`src/rtl/morse_pkg.sv`:
```
// Shared types and timing constants for the Morse transmitter.
package morse_pkg;

  typedef enum logic [1:0] {
    IDLE  = 2'd0,
    MARK  = 2'd1,
    SPACE = 2'd2,
    LGAP  = 2'd3
  } morse_state_t;

  localparam int unsigned DOT_UNITS        = 1;
  localparam int unsigned DASH_UNITS       = 3;
  localparam int unsigned SYM_GAP_UNITS    = 1;
  localparam int unsigned LETTER_GAP_UNITS = 3;

endpackage

```
`src/rtl/morse_unit_timer.sv`:
```
// Loadable down-counter; expire is high on the last cycle of the loaded duration.
module morse_unit_timer #(
  parameter int unsigned W = 4
) (
  input  logic         Clock,
  input  logic         Reset,
  input  logic         load,
  input  logic [W-1:0] load_val,
  output logic         expire
);

  logic [W-1:0] cnt;

  // cnt holds the cycles remaining including the current one; expire tracks cnt==1
  always_ff @(posedge Clock) begin
    if (Reset) begin
      cnt    <= '0;
      expire <= 1'b0;
    end else if (load) begin
      cnt    <= load_val;
      expire <= (load_val == W'(1));
    end else if (cnt != '0) begin
      cnt    <= cnt - W'(1);
      expire <= (cnt == W'(2));
    end else begin
      expire <= 1'b0;
    end
  end

endmodule

```
`src/rtl/morse_tx.sv`:
```
// Morse letter transmitter: blinks lightOn with dot/dash/gap timing in DOT_TICKS units.
// Optional MORSE_REPEAT_EN adds an rpt input that restarts the same letter after the letter gap.
module morse_tx
  import morse_pkg::*;
#(
  parameter int unsigned DOT_TICKS = 4,
  parameter int unsigned MAX_SYMS  = 4
) (
  input  logic                Clock,
  input  logic                Reset,
  input  logic                start,
  input  logic [2:0]          length,
  input  logic [MAX_SYMS-1:0] pattern,
`ifdef MORSE_REPEAT_EN
  input  logic                rpt,
`endif
  output logic                lightOn,
  output logic                busy,
  output logic                done
);

  localparam int unsigned TW = $clog2(3 * DOT_TICKS + 1);
  localparam int unsigned SW = (MAX_SYMS > 1) ? $clog2(MAX_SYMS) : 1;

  localparam logic [TW-1:0] T_DOT  = TW'(DOT_UNITS * DOT_TICKS);
  localparam logic [TW-1:0] T_DASH = TW'(DASH_UNITS * DOT_TICKS);
  localparam logic [TW-1:0] T_SGAP = TW'(SYM_GAP_UNITS * DOT_TICKS);
  localparam logic [TW-1:0] T_LGAP = TW'(LETTER_GAP_UNITS * DOT_TICKS);

  morse_state_t        state;
  logic [SW-1:0]       idx;
  logic [2:0]          len_q;
  logic [MAX_SYMS-1:0] pat_q;

  logic          expire;
  logic          accept_c;
  logic          last_c;
  logic          rpt_c;
  logic          load_c;
  logic [TW-1:0] load_val_c;

`ifdef MORSE_REPEAT_EN
  assign rpt_c = rpt;
`else
  assign rpt_c = 1'b0;
`endif

  function automatic logic [TW-1:0] mark_ticks(input logic dash);
    return dash ? T_DASH : T_DOT;
  endfunction

  // Timer reload requests, issued on the same edge as the phase change
  always_comb begin
    accept_c   = (state == IDLE) && start && (length != 3'd0) && (32'(length) <= MAX_SYMS);
    last_c     = (32'(idx) + 32'd1 >= 32'(len_q));
    load_c     = 1'b0;
    load_val_c = '0;
    case (state)
      IDLE: begin
        if (accept_c) begin
          load_c     = 1'b1;
          load_val_c = mark_ticks(pattern[0]);
        end
      end
      MARK: begin
        if (expire) begin
          load_c     = 1'b1;
          load_val_c = last_c ? T_LGAP : T_SGAP;
        end
      end
      SPACE: begin
        if (expire) begin
          load_c     = 1'b1;
          load_val_c = mark_ticks(pat_q[idx]);
        end
      end
      LGAP: begin
        if (expire && rpt_c) begin
          load_c     = 1'b1;
          load_val_c = mark_ticks(pat_q[0]);
        end
      end
      default: begin
        load_c     = 1'b0;
        load_val_c = '0;
      end
    endcase
  end

  morse_unit_timer #(.W(TW)) u_timer (
    .Clock    (Clock),
    .Reset    (Reset),
    .load     (load_c),
    .load_val (load_val_c),
    .expire   (expire)
  );

  // Phase sequencing with registered Moore outputs
  always_ff @(posedge Clock) begin
    if (Reset) begin
      state   <= IDLE;
      idx     <= '0;
      len_q   <= '0;
      pat_q   <= '0;
      lightOn <= 1'b0;
      busy    <= 1'b0;
      done    <= 1'b0;
    end else begin
      done <= 1'b0;
      case (state)
        IDLE: begin
          if (accept_c) begin
            len_q   <= length;
            pat_q   <= pattern;
            idx     <= '0;
            state   <= MARK;
            lightOn <= 1'b1;
            busy    <= 1'b1;
          end
        end
        MARK: begin
          if (expire) begin
            lightOn <= 1'b0;
            if (last_c) begin
              state <= LGAP;
            end else begin
              state <= SPACE;
              idx   <= idx + SW'(1);
            end
          end
        end
        SPACE: begin
          if (expire) begin
            state   <= MARK;
            lightOn <= 1'b1;
          end
        end
        LGAP: begin
          if (expire) begin
            done <= 1'b1;
            if (rpt_c) begin
              state   <= MARK;
              idx     <= '0;
              lightOn <= 1'b1;
            end else begin
              state <= IDLE;
              busy  <= 1'b0;
            end
          end
        end
        default: begin
          state   <= IDLE;
          lightOn <= 1'b0;
          busy    <= 1'b0;
        end
      endcase
    end
  end

endmodule
```
`config.mk`:
```
export PLATFORM = sky130hd
export DESIGN_NAME = morse_tx
export DESIGN_NICKNAME = d
export VERILOG_FILES = /design/src/rtl/morse_pkg.sv /design/src/rtl/morse_unit_timer.sv /design/src/rtl/morse_tx.sv
export SDC_FILE = /design/constraint.sdc
export NUM_CORES = 1
export LEC_CHECK = 0
export BUFFER_PORTS_ARGS = -buffer_cell sky130_fd_sc_hd__buf_2
export CORE_MARGIN = 10
export CORE_UTILIZATION = 50
export CTS_BUF_LIST = sky130_fd_sc_hd__clkbuf_4 sky130_fd_sc_hd__clkbuf_8 sky130_fd_sc_hd__clkbuf_16
export DETAILED_ROUTE_END_ITERATION = 8
export PLACE_DENSITY_LB_ADDON = 0.2
export SLEW_MARGIN = 20
export SYNTH_ARGS = -nofsm -noshare
export SYNTH_HDL_FRONTEND = slang
export SYNTH_SLANG_ARGS = --single-unit
export TNS_END_PERCENT = 1
```
`constraint.sdc`:
```
create_clock -name Clock -period 2.18 [get_ports Clock]
set_input_delay 0.218 -clock Clock [delete_from_list [all_inputs] [get_ports Clock]]
set_output_delay 0.218 -clock Clock [all_outputs]
set_load 0.01 [all_outputs]
```
### Yosys cells after proc, flatten, opt, wreduce, memory -nomap -nowiden

Index checks and enable logic that the tools add are counted.

| operators by class | value |
|---|---|
| add/sub/neg operators | 3 |
| order comparisons | 3 |
| equal/unequal tests | 10 |
| mux-type cells | 31 |
| bitwise logic cells | 1 |
| reduce and logical (&&, ||, !) cells | 16 |

Operators with widths:

| kind | count |
|---|---|
| two-way mux 4 bit | 8 |
| one-hot mux 4 bit (4 select lines) | 1 |
| two-way mux 2 bit | 7 |
| AND reduction 4 bit | 3 |
| two-way mux 1 bit | 9 |
| one-hot mux 2 bit (4 select lines) | 1 |
| != test 2 x 1 -> 1 bit, second input constant | 3 |
| one-hot mux 1 bit (3 select lines) | 2 |
| nonzero test 2 bit | 3 |
| equality test 2 bit, second input constant | 2 |
| equality test 4 x 1 -> 1 bit, second input constant | 1 |
| equality test 4 x 2 -> 1 bit, second input constant | 1 |
| != test 2 bit, second input constant | 2 |
| one-hot mux 2 bit (2 select lines) | 1 |
| nonzero test 4 bit | 1 |
| OR reduction 2 bit | 2 |
| subtractor 4 x 1 -> 4 bit, second input constant | 1 |
| adder 2 x 1 -> 3 bit, second input constant | 1 |
| >= comparator 3 bit | 1 |
| less-or-equal comparator 3 bit, second input constant | 1 |
| logical AND 1 bit | 3 |
| less-than comparator 2 x 3 -> 1 bit, second input constant | 1 |
| AND reduction 3 bit | 1 |
| nonzero test 3 bit | 1 |
| other kinds (7) | 7 |

| word-level totals | value |
|---|---|
| register bits | 19 |
| bits of input ports | 10 |
| output and inout port bits | 3 |
| word-level logic and storage cells | 73 |

### Depth between registers and ports, before layout

| logic depth | value |
|---|---|
| depth after elaboration | 8 |
| mapped depth | 6 |
| gate-level depth less buffers | 6 |

### By module

A second synthesis with hierarchy kept.

| second synthesis, totals | value |
|---|---|
| cells, all modules | 126 |
| area, all modules | 1107.3 µm² |

Modules (own cells, without submodules):

| module | instances | cells each | area each (µm²) | sequential area each (µm²) |
|---|---|---|---|---|
| morse_tx | 1 | 96 | 830.8 | 280.3 |
| morse_unit_timer | 1 | 30 | 276.5 | 100.1 |

### Worst setup path after synthesis

OpenSTA, ideal clock, no wires.

| path | value |
|---|---|
| path kind | register -> register |
| start | register idx[0] |
| end | register idx[0] |
| setup time | 121 ps |
| data arrival time | 1632 ps |
| required time | 2059 ps |
| slack | 427 ps |
| cell stages (with the launch flop) | 7 |
| clock period less this slack | 1753 ps |
| path through | dfxtp_1 ha_1 ha_1 a21oi_1 o21ai_0 nor3_2 mux2_4 |

| between the ends | value |
|---|---|
| word-level cells in the longest chain between the ends | 4 |

RTL lines:

| element | line | source |
|---|---|---|
| from (decl) | morse_tx.sv:31 | `logic [SW-1:0] idx;` |
| from (signal assigned) | morse_tx.sv:128 | `idx <= idx + SW'(1);` |
| adder 2 x 1 -> 3 bit or adder 2 x 1 -> 2 bit (tied branches) | morse_tx.sv:55, morse_tx.sv:128 |  |
| >= comparator 3 bit or two-way mux 2 bit (tied branches) | morse_tx.sv:55, morse_tx.sv:124 |  |
| != test 2 bit (no source line) or two-way mux 2 bit (tied branches) | n/a |  |
| AND reduction 4 bit (no source line) or one-hot mux 2 bit (2 select lines) (tied branches) | n/a |  |

Parallel ways exist; a longest one is shown, timed or not. The select of a mux whose other input is x is not followed.
A chain may end at the register's enable or synchronous reset.

### Worst setup path in the final report

Ends and elaborated chain as after synthesis.

==> impl_metrics.csv <==
group,metric,value,unit
detailed_routing,detailedRoute.firstPassIterationCount,4,
synthesis,ys_seq_area_share,35.31,%
pwr,netSwitchingPower,0.3284,mW
pwr,p_comb_share,34.9,%
global_routing,grt_usage,10.50,%
pwr,cell_internal_pwr,0.6440,mW
synthesis,synth-main-ff-cell,"sky130_fd_sc_hd__dfxtp_1",
timing,layout_skew,0.009397,ns
clocking,cts_hold_buffers,0,
synthesis,synth_cell_type_count,29,
clocking,insertion_delay,0.30,ns
die,placement_rows,16,
timing,max_slew_margin,78.39,%
critical_path,critPathMostFrequentCell,"sky130_fd_sc_hd__ha_1",
run,max_cap_viol_count,0,
synthesis,synth_common_cells,"19 x sky130_fd_sc_hd__dfxtp_1, 16 x sky130_fd_sc_hd__nor2_1, 13 x sky130_fd_sc_hd__inv_1",
worst_hold_path,timing.hold.worst.class,"primary input to flip-flop",
layout,finish.utilization,59.62,%
synthesis,synth.top_cell.area_share,35.31,%
critical_path,timing.critical_path.to_type,"flip-flop",
timing,postLayoutSetupSlackWorst,0.2362,ns
outcome,status,"completed",
timing,fmaxAchievable,0.5144,GHz
detailed_routing,post-route-drc-count,0,
clocking,cts_max_path_buffers,2,
global_routing,first_global_vias,884,
detailed_routing,drt_wl_total,2.018,mm
layout,insertedDiodeCount,0,
layout,fin_cells,163,
clocking,clkSlewWorstSetupHoldPaths,0.11,ns
critical_path,timing.critical_path.slowest_cell_delay,0.40,ns
synthesis,synth.net_count,144,
synthesis,synth.most_common_cell,"sky130_fd_sc_hd__dfxtp_1",
critical_path,reg2reg_setup_slack,0.24,ns
die,core_area,0.002002,mm2
critical_path,critical_path_arrival,2.15,ns
synthesis,synth_async_sr_flop_share,0,%
pwr,power_frac_seq,45.6,%
die,total_die_area,0.004411,mm2
global_routing,first_pass_grt_wire_length,3.760,mm
die,io-pin-count,13,
synthesis,synth-seq-cells,19,
timing,holdWs,0.1450,ns
clocking,cts_max_level,1,
critical_path,critPathKind,"flip-flop to flip-flop",
place,dp_slack,0.2508,ns
pwr,pwr_density_cell,814.7,mW/mm2
place,hpwl,1.625,mm
place,placement.io_buffers,12,
layout,areaGrowthSynthToFinish,10.80,%
layout,nNetsFinal,159,
synthesis,number_of_enable_flip_flop_cells_after_synthesis,0,
timing,setup_total_negative_slack,0,ns
layout,layout.cell_area.non_filler,0.001194,mm2
detailed_routing,detailed_route_vias_per_instance,5.528,
timing,setup_violations,0,
detailed_routing,wl_per_cell,12.38,um
die,floorplan.die.width,66.42,um
critical_path,cp-startpoint,"idx[0]",
place,place_congestion,0.8905,
clocking,clock_sink_count,19,
pwr,clkPwrFrac,19.5,%
timing,min_period_over_period,89.17,%
clocking,post_cts.resized_instances,0,
synthesis,synth.largest_area_cell,"sky130_fd_sc_hd__dfxtp_1",
die,die_height,66.42,um
critical_path,critical_path.endpoint,"idx[0]",
timing,post-route-min-period,1.944,ns
place,placedCellCount,159,
critical_path,crit_path_max_fanout,6,
pwr,ir_drop,456.7,uV
critical_path,crit_chain,"ha_1, ha_1, a21oi_1, o21ai_0, nor3_2, mux2_4",
pwr,swShare,33.77,%
global_routing,grt_start_max_net_pins,18,
layout,post_route_cells_drive_above_1_share,18.38,%
clocking,cts_post_setup_buffers_inserted,0,
timing,worstMarginPinSlew,0.3208,ns
synthesis,ys.warnings.count,0,
critical_path,worstSetupStartpointType,"flip-flop",
clocking,numCtsBuffers,3,
critical_path,timing.rr.start,"idx[0]",
detailed_routing,initialDrtViolationCount,30,
pwr,total_power,0.9725,mW
timing,rsz_0062_raised_after_global_routing,"no",
clocking,tritoncts,"yes",
critical_path,worst-r2r-cell-count,6,
clocking,root_buffer,"sky130_fd_sc_hd__clkbuf_4",
timing,drv_slew,0,
critical_path,critical_path.reg2reg.endpoint,"idx[0]",
place,placedInstanceArea,0.001164,mm2
timing,finalHoldViolations,0,
global_routing,aggregate_global_routing_overflow,0,
synthesis,ys_top_cells_by_area,"sky130_fd_sc_hd__dfxtp_1 35%, sky130_fd_sc_hd__ha_1 14%, sky130_fd_sc_hd__mux2i_1 9.3%",
detailed_routing,vias,901,
synthesis,synthesis.area_per_instance,8.830,um2
pwr,static-leakage-power,0.5164,nW
detailed_routing,ant_nets,0,
critical_path,critPathRequiredTime,2.38,ns
global_routing,antenna_violations_before_repair,0,
synthesis,synthesis.area,0.001077,mm2
die,initial_utilization,53.81,%
critical_path,timing.critical_path.slowest_stage_cell,"sky130_fd_sc_hd__dfxtp_1",
synthesis,synthCells,122,
==> registers in the layout, summed over array words and instances, names as in the netlist <==
signal	flops
pat_q	4
u_timer.cnt	4
len_q	3
idx	2
state	2
busy	1
done	1
lightOn	1
u_timer.expire	1
==> cell type report <==
| cell class | instances | area (um2) |
|---|---|---|
| inverters | 13 | 48.80 |
| multi-input cells | 87 | 633.1 |
| well taps | 27 | 33.78 |
| flip-flops and latches | 19 | 380.4 |
| clock buffers | 4 | 30.03 |
| repair buffers | 13 | 67.56 |
| fillers | 185 | 808.3 |
==> worst max-delay path: cells and delay by family, from the launching register on <==
family	cells	cell delay, ns
flops	1	0.40
fa+ha+maj	2	0.53
mux	1	0.32
simple gates	1	0.25
compound gates	2	0.35
==> logic make-up after synthesis <==
logic type               count (synthesis)  synth area share (%)
AND/OR/NAND/NOR                         36                 15.91
AO/OA/AOI/OAI                           26                 16.38
flip-flops                              19                 35.31
buffers and inverters                   16                 5.924
multiplexers                            12                 11.73
adder cells (fa/ha/maj)                 12                 13.94
XOR/XNOR                                 1                0.8132
==> power groups by stage <==
stage | sequential [mW] | combinational [mW] | clock, mW
2_1_floorplan | 0.444 | 0.272 | 0
3_3_place_gp | 0.449 | 0.331 | 0
3_5_place_dp | 0.452 | 0.342 | 0
4_1_cts | 0.444 | 0.344 | 0.198
5_1_grt | 0.453 | 0.409 | 0.212
6_report | 0.443 | 0.339 | 0.190
==> cells in the final DEF (no fill, tap or decap), types with 2 or more instances in the layout <==
master,n
sky130_fd_sc_hd__a211o_1,2
sky130_fd_sc_hd__a21oi_1,8
sky130_fd_sc_hd__a221oi_1,2
sky130_fd_sc_hd__a31oi_1,2
sky130_fd_sc_hd__buf_2,12
sky130_fd_sc_hd__clkbuf_4,4
sky130_fd_sc_hd__dfxtp_1,19
sky130_fd_sc_hd__ha_1,12
sky130_fd_sc_hd__inv_1,13
sky130_fd_sc_hd__mux2i_1,10
sky130_fd_sc_hd__nand2_1,11
sky130_fd_sc_hd__nor2_1,16
sky130_fd_sc_hd__nor3_1,3
sky130_fd_sc_hd__o21ai_0,5
sky130_fd_sc_hd__o221a_2,2
==> worst min path at each step <==
stage / from / end / cells past startpoint
finish: pattern[1] / pat_q[1] / 3
floorplan: pattern[0] / pat_q[0] / 2
detailed placement: pattern[1] / pat_q[1] / 3
global placement: pattern[3] / pat_q[3] / 3
global route: pattern[2] / pat_q[2] / 3
CTS: pattern[1] / pat_q[1] / 3
==> per-layer routing <==
metal  wire (um)  GRT usage, %  up-vias  share of wire [%]
li1            -             -      459                  -
met1         987         13.98      415                 49
met2         895         15.67       23                 44
met3         115         3.220        4                5.7
met4          19         3.141        0               0.94
met5           0             0        -                  0
No activity file was read; power rests on OpenSTA's default activity.
